==> src/rtl/ram_upload_server_if.sv <==
// ram_upload_server_if: ioctl upload handshake and game RAM read port seen by the upload responder.
// The master side is the HPS/RAM environment; the slave side is the responder.
interface ram_upload_server_if #(
  parameter int ADDR_W = 16
);
  logic              ioctl_upload;
  logic [7:0]        ioctl_index;
  logic              ioctl_rd;
  logic [24:0]       ioctl_addr;
  logic [7:0]        ioctl_din;
  logic              ioctl_upload_req;
  logic [ADDR_W-1:0] ram_address;
  logic              ram_intent_read;
  logic [7:0]        data_from_ram;
  modport master (
    output ioctl_upload, ioctl_index, ioctl_rd, ioctl_addr, data_from_ram,
    input  ioctl_din, ioctl_upload_req, ram_address, ram_intent_read
  );
  modport slave (
    input  ioctl_upload, ioctl_index, ioctl_rd, ioctl_addr, data_from_ram,
    output ioctl_din, ioctl_upload_req, ram_address, ram_intent_read
  );
endinterface

==> src/rtl/ram_upload_server.sv <==
// ram_upload_server: serves a window of game work RAM back to the HPS over the ioctl upload path,
// pausing the CPU while bytes are fetched through the RAM intent/read port.
module ram_upload_server #(
  parameter int                ADDR_W = 16,
  parameter logic [ADDR_W-1:0] BASE   = 16'h6000,
  parameter int                LEN    = 101,
  parameter int                IDX    = 6,
  parameter int                RD_LAT = 2
) (
  input  logic                 clk_sys,
  input  logic                 reset_n,
  input  logic                 trigger,
  input  logic                 paused,
  output logic                 pause_cpu,
  output logic                 busy,
  ram_upload_server_if.slave   bus
);
  typedef enum logic [2:0] {IDLE, REQ, PAUSE, READY, FETCH} state_t;
  state_t     state;
  logic [1:0] rst_sync;
  logic       rst_n_s;
  logic       trig_q;
  logic       act_q;
  logic       active;
  logic [2:0] cnt;
  // Reset asserts immediately but releases only after two clean clock edges.
  always_ff @(posedge clk_sys or negedge reset_n)
    if (!reset_n) rst_sync <= '0;
    else rst_sync <= {rst_sync[0], 1'b1};
  assign rst_n_s = rst_sync[1];
  assign active = bus.ioctl_upload && bus.ioctl_index == 8'(IDX);
  assign busy = state != IDLE;
  assign pause_cpu = state == PAUSE || state == READY || state == FETCH;
  assign bus.ioctl_upload_req = state == REQ;
  always_ff @(posedge clk_sys or negedge rst_n_s)
    if (!rst_n_s) begin
      state               <= IDLE;
      trig_q              <= 1'b0;
      act_q               <= 1'b0;
      cnt                 <= '0;
      bus.ioctl_din       <= '0;
      bus.ram_address     <= BASE;
      bus.ram_intent_read <= 1'b0;
    end else begin
      trig_q <= trigger;
      act_q  <= active;
      case (state)
        IDLE:  if (active && !act_q) state <= PAUSE;
               else if (trigger && !trig_q) state <= REQ;
        REQ:   if (active && !act_q) state <= PAUSE;
        PAUSE: if (!active) state <= IDLE;
               else if (paused) state <= READY;
        READY: if (!active) state <= IDLE;
               else if (bus.ioctl_rd) begin
                 // Range check uses all address bits; only the low byte reaches the RAM.
                 if (bus.ioctl_addr < 25'(LEN)) begin
                   bus.ram_address     <= BASE + ADDR_W'(bus.ioctl_addr[7:0]);
                   bus.ram_intent_read <= 1'b1;
                   cnt                 <= 3'(RD_LAT);
                   state               <= FETCH;
                 end else bus.ioctl_din <= 8'h00;
               end
        FETCH: if (!active) begin
                 bus.ram_intent_read <= 1'b0;
                 state               <= IDLE;
               end else if (cnt == 3'd0) begin
                 bus.ioctl_din       <= bus.data_from_ram;
                 bus.ram_intent_read <= 1'b0;
                 state               <= READY;
               end else cnt <= cnt - 3'd1;
        default: state <= IDLE;
      endcase
    end
endmodule

==> src/flat_wrapper.sv <==
// flat-port wrapper written by rule: the top's interface ports become plain ports
module ram_upload_server_flat 
#(
  parameter int                ADDR_W = 16,
  parameter logic [ADDR_W-1:0] BASE   = 16'h6000,
  parameter int                LEN    = 101,
  parameter int                IDX    = 6,
  parameter int                RD_LAT = 2
)
  (clk_sys, reset_n, trigger, paused, pause_cpu, busy, bus_ioctl_upload, bus_ioctl_index, bus_ioctl_rd, bus_ioctl_addr, bus_data_from_ram, bus_ioctl_din, bus_ioctl_upload_req, bus_ram_address, bus_ram_intent_read);
  ram_upload_server_if #(.ADDR_W(ADDR_W)) bus_i ();
  input  logic clk_sys;
  input  logic reset_n;
  input  logic trigger;
  input  logic paused;
  output logic pause_cpu;
  output logic busy;
  input wire logic [$bits(bus_i.ioctl_upload)-1:0] bus_ioctl_upload;
  input wire logic [$bits(bus_i.ioctl_index)-1:0] bus_ioctl_index;
  input wire logic [$bits(bus_i.ioctl_rd)-1:0] bus_ioctl_rd;
  input wire logic [$bits(bus_i.ioctl_addr)-1:0] bus_ioctl_addr;
  input wire logic [$bits(bus_i.data_from_ram)-1:0] bus_data_from_ram;
  output wire logic [$bits(bus_i.ioctl_din)-1:0] bus_ioctl_din;
  output wire logic [$bits(bus_i.ioctl_upload_req)-1:0] bus_ioctl_upload_req;
  output wire logic [$bits(bus_i.ram_address)-1:0] bus_ram_address;
  output wire logic [$bits(bus_i.ram_intent_read)-1:0] bus_ram_intent_read;
  assign bus_i.ioctl_upload = bus_ioctl_upload;
  assign bus_i.ioctl_index = bus_ioctl_index;
  assign bus_i.ioctl_rd = bus_ioctl_rd;
  assign bus_i.ioctl_addr = bus_ioctl_addr;
  assign bus_i.data_from_ram = bus_data_from_ram;
  assign bus_ioctl_din = bus_i.ioctl_din;
  assign bus_ioctl_upload_req = bus_i.ioctl_upload_req;
  assign bus_ram_address = bus_i.ram_address;
  assign bus_ram_intent_read = bus_i.ram_intent_read;
  ram_upload_server #(.ADDR_W(ADDR_W), .BASE(BASE), .LEN(LEN), .IDX(IDX), .RD_LAT(RD_LAT)) u_core (.clk_sys(clk_sys), .reset_n(reset_n), .trigger(trigger), .paused(paused), .pause_cpu(pause_cpu), .busy(busy), .bus(bus_i));
endmodule
==> config.mk <==
export PLATFORM = sky130hd
export DESIGN_NAME = ram_upload_server_flat
export DESIGN_NICKNAME = d
export VERILOG_FILES = /design/src/rtl/ram_upload_server_if.sv /design/src/rtl/ram_upload_server.sv /design/src/flat_wrapper.sv
export SDC_FILE = /design/constraint.sdc
export NUM_CORES = 1
export LEC_CHECK = 0
export ABC_CLOCK_PERIOD_IN_PS = 1560
export BUFFER_PORTS_ARGS = -buffer_cell sky130_fd_sc_hd__buf_4
export CORE_ASPECT_RATIO = 1.2
export CORE_MARGIN = 5
export CORE_UTILIZATION = 44
export DETAILED_ROUTE_END_ITERATION = 8
export PLACE_DENSITY = 0.81
export SLEW_MARGIN = 15
export SYNTH_ARGS = -nofsm -noshare
export SYNTH_HDL_FRONTEND = slang
export SYNTH_SLANG_ARGS = --single-unit
==> constraint.sdc <==
create_clock -name clk_sys -period 1.56 [get_ports clk_sys]
set_input_delay 0.312 -clock clk_sys [delete_from_list [all_inputs] [get_ports clk_sys]]
set_output_delay 0.312 -clock clk_sys [all_outputs]
set_load 0.1 [all_outputs]
==> impl_metrics.ini <==
[place]
routabilityCongestion = 0.790
place_area_um2 = 2080
hpwl_um = 3350
port_buffers = 66
dpl.cell_count = 250

[clock_tree]
clk_pin_slew_ns = 0.14
htreeDepth = 1
insertion_delay_ns = 0.33
cts_sinks = 27
clk_path_buf_depth = 2
numCtsBuffers = 3
root_buffer = clkbuf_4
cts_tree = built

[synth]
synth.top_cell.area_share_pct = 48.7
yosysMostFrequentCell = dfrtp_1
synth_flop_cell = dfrtp_1
synth_cell_types = 39
synth_area_leaders = dfrtp_1 49%, mux2_4 7.6%, a22o_1 5.0%
ys_ff_latch = 27
synthTopCellsByCount = 27 x dfrtp_1, 11 x nand2_1, 10 x nor2_1
async_flop_share_pct = 100
synth_top_area_cell = dfrtp_1
synth_edf_count = 0
synth_cells = 131
synth_seq_area_share_pct = 48.7
avgSynthCellArea_um2 = 10.6
synth-warning-count = 0
syn_area_um2 = 1390

[grt]
grt_pass1_wl_um = 7110
gr-usage-all-layers_pct = 21.6
antenna_found_initial = 0
grt_max_degree = 16
grt_pass1_vias = 1630
gr-total-overflow = 0

[detailed_routing]
drt_iter0_drc = 51
drt-vias-per-instance = 5.44
dr.pass1.iters = 4
wirelength_um = 4430
wl_per_cell_um = 16.9
drcViolationCount = 0
vias = 1426
ant_nets = 0

[sta]
setup_ws_ns = -0.239
period_share_pct = 115
slew_headroom_pct = 64.3
finClkSkew_ns = 0.00530
worst_pin_slew_ns = 0.535
hold_slack_ns = 0.0869
hold_viol = 0
max_freq_ghz = 0.556
period_needed_ns = 1.80
rsz0062_at_grt = true
finalSetupViolCount = 13
drv_slew = 0

[outcome]
status = finished with violations
violations = setup timing

[worst_setup_path]
crit_chain = buf_6 > or3_4 > buf_12
r2r_cells = 7
critPathTopFamily = flip-flops
critPathRequiredTime_ns = 1.25
arrival_ns = 1.49
crit_slowest_cell = dfrtp_1
crit_fanout = 4
slowest_delay_ns = 0.46
critPathKind = reg2out
worst_setup_path_end_kind = output port
crit_cells = 3
crit_buf_inv = 2
start_kind = flip-flop

[layout]
multi_input_area_um2 = 827
fillers = 184
syn2layout_area_growth_pct = 72.8
seq_area_um2 = 676
diodes = 0
fin_area_um2 = 2400
nets = 276
drive_gt1_share_pct = 60.6
fin_cells = 262

[floorplan]
rows = 22
ioPinCount = 75
initial_core_util_pct = 45.4
die_w_um = 61.3
die_h_um = 71.5
dieArea_um2 = 4380
core_um2 = 3060

[job]
cap_violations = 0

[min_path]
hold_path.class = in2reg
holdPathStages = 1

[power]
total_leakage_power_nw = 1.26
ir_drop_v = 0.00135
finalPower_w = 0.00200
power.density_nw_per_um2 = 833
[placed cells by master (no fill, tap or decap), types with 3 or more instances in the layout]
| cell | synthesis | final |
|---|---|---|
| clkbuf_4 | 0 | 3 |
| nor3_1 | 6 | 4 |
| nand2_1 | 11 | 7 |
| nor2_4 | 0 | 3 |
| inv_2 | 1 | 4 |
| a22o_1 | 8 | 8 |
| nor2_1 | 10 | 6 |
| conb_1 | 2 | 9 |
| dfrtp_1 | 27 | 27 |
| nand2_2 | 0 | 3 |
| buf_4 | 8 | 77 |
| buf_12 | 0 | 4 |
| buf_6 | 0 | 12 |
| mux2_4 | 7 | 7 |
[worst paths after layout]
path,from,to,slack [ns]
min reg2reg,u_core.rst_sync[1]$_DFF_PN0_,u_core.bus.ioctl_din[6]$_DFFE_PN0P_,0.23
max reg2reg,u_core.state[2]$_DFFE_PN0P_,u_core.state[1]$_DFFE_PN0P_,-0.10
min,trigger,u_core.trig_q$_DFF_PN0_,0.09
max,u_core.state[0]$_DFFE_PN0P_,busy,-0.24
max in group asynchronous,u_core.rst_sync[1]$_DFF_PN0_,u_core.act_q$_DFF_PN0_,0.88
min in group asynchronous,u_core.rst_sync[1]$_DFF_PN0_,u_core.bus.ioctl_din[6]$_DFFE_PN0P_,0.23
[per-layer routing]
metal,GRT usage [%],wire (µm),up-vias
met4,11.3,118,0
li1,-,-,654
met5,0,0,-
met3,4.32,353,15
met2,38.8,2410,73
met1,22.6,1550,684
[kinds of logic (layout without fill, tap and decap cells)]
group | after synthesis | count (layout) | synth area share, %
and+or+nand+nor | 49 | 50 | 19.4
AOI/OAI and AO/OA | 28 | 28 | 15.5
DFF | 27 | 27 | 48.7
buffers and inverters | 16 | 103 | 6.49
muxes | 7 | 7 | 7.57
adders and majority gates | 2 | 2 | 1.80
other | 2 | 9 | 0.541
[registers in the layout, summed over array words and instances (netlist names)]
signal and count:
u_core.bus.ram_address 8, u_core.trig_q 1, u_core.rst_sync 2, u_core.act_q 1
u_core.cnt 3, u_core.bus.ram_intent_read 1, u_core.bus.ioctl_din 8, u_core.state 3
[area by class of cell]
type,instances,share of cell area (%)
inverters,5,0.783
clock buffers,3,0.939
multi-input cells,96,34.5
repair buffers,94,33.5
clock inverters,1,0.209
well taps,36,1.88
flip-flops and latches,27,28.2
[worst register-to-register path, cell delays in order (launching register included)]
cell and delay, ns:
dfrtp_1 0.41, inv_2 0.06, or3_4 0.41, buf_6 0.15, nor3_4 0.14, nor2_1 0.08
o22a_1 0.18, a21o_1 0.15
[what timing repair did]
action,in CTS,in global routing
hold buffers,1,0
setup endpoints to repair,22,25
cloned,1,0
resized for setup,24,33
pin swaps,10,19
setup buffers,5,2
hold endpoints to repair,2,0
[through the flow]
step	setup WS (ns)	utilization [%]	setup TNS [ns]
finish	-0.239	78.5	-1.58
global route	-0.272	78.5	-2.71
CTS	-0.223	74.1	-1.50
detailed placement	-0.511	68.1	-8.99
global placement	-0.434	68.1	-7.42
floorplan	-0.336	-	-3.21
[power by group]
group          switching (W)  total, W  internal, W  leakage (nW)
registers          0.0000320  0.000753     0.000721         0.369
logic               0.000537  0.000939     0.000402         0.869
clock network       0.000209  0.000305    0.0000964        0.0177
Power figures use the tool's default switching activity.
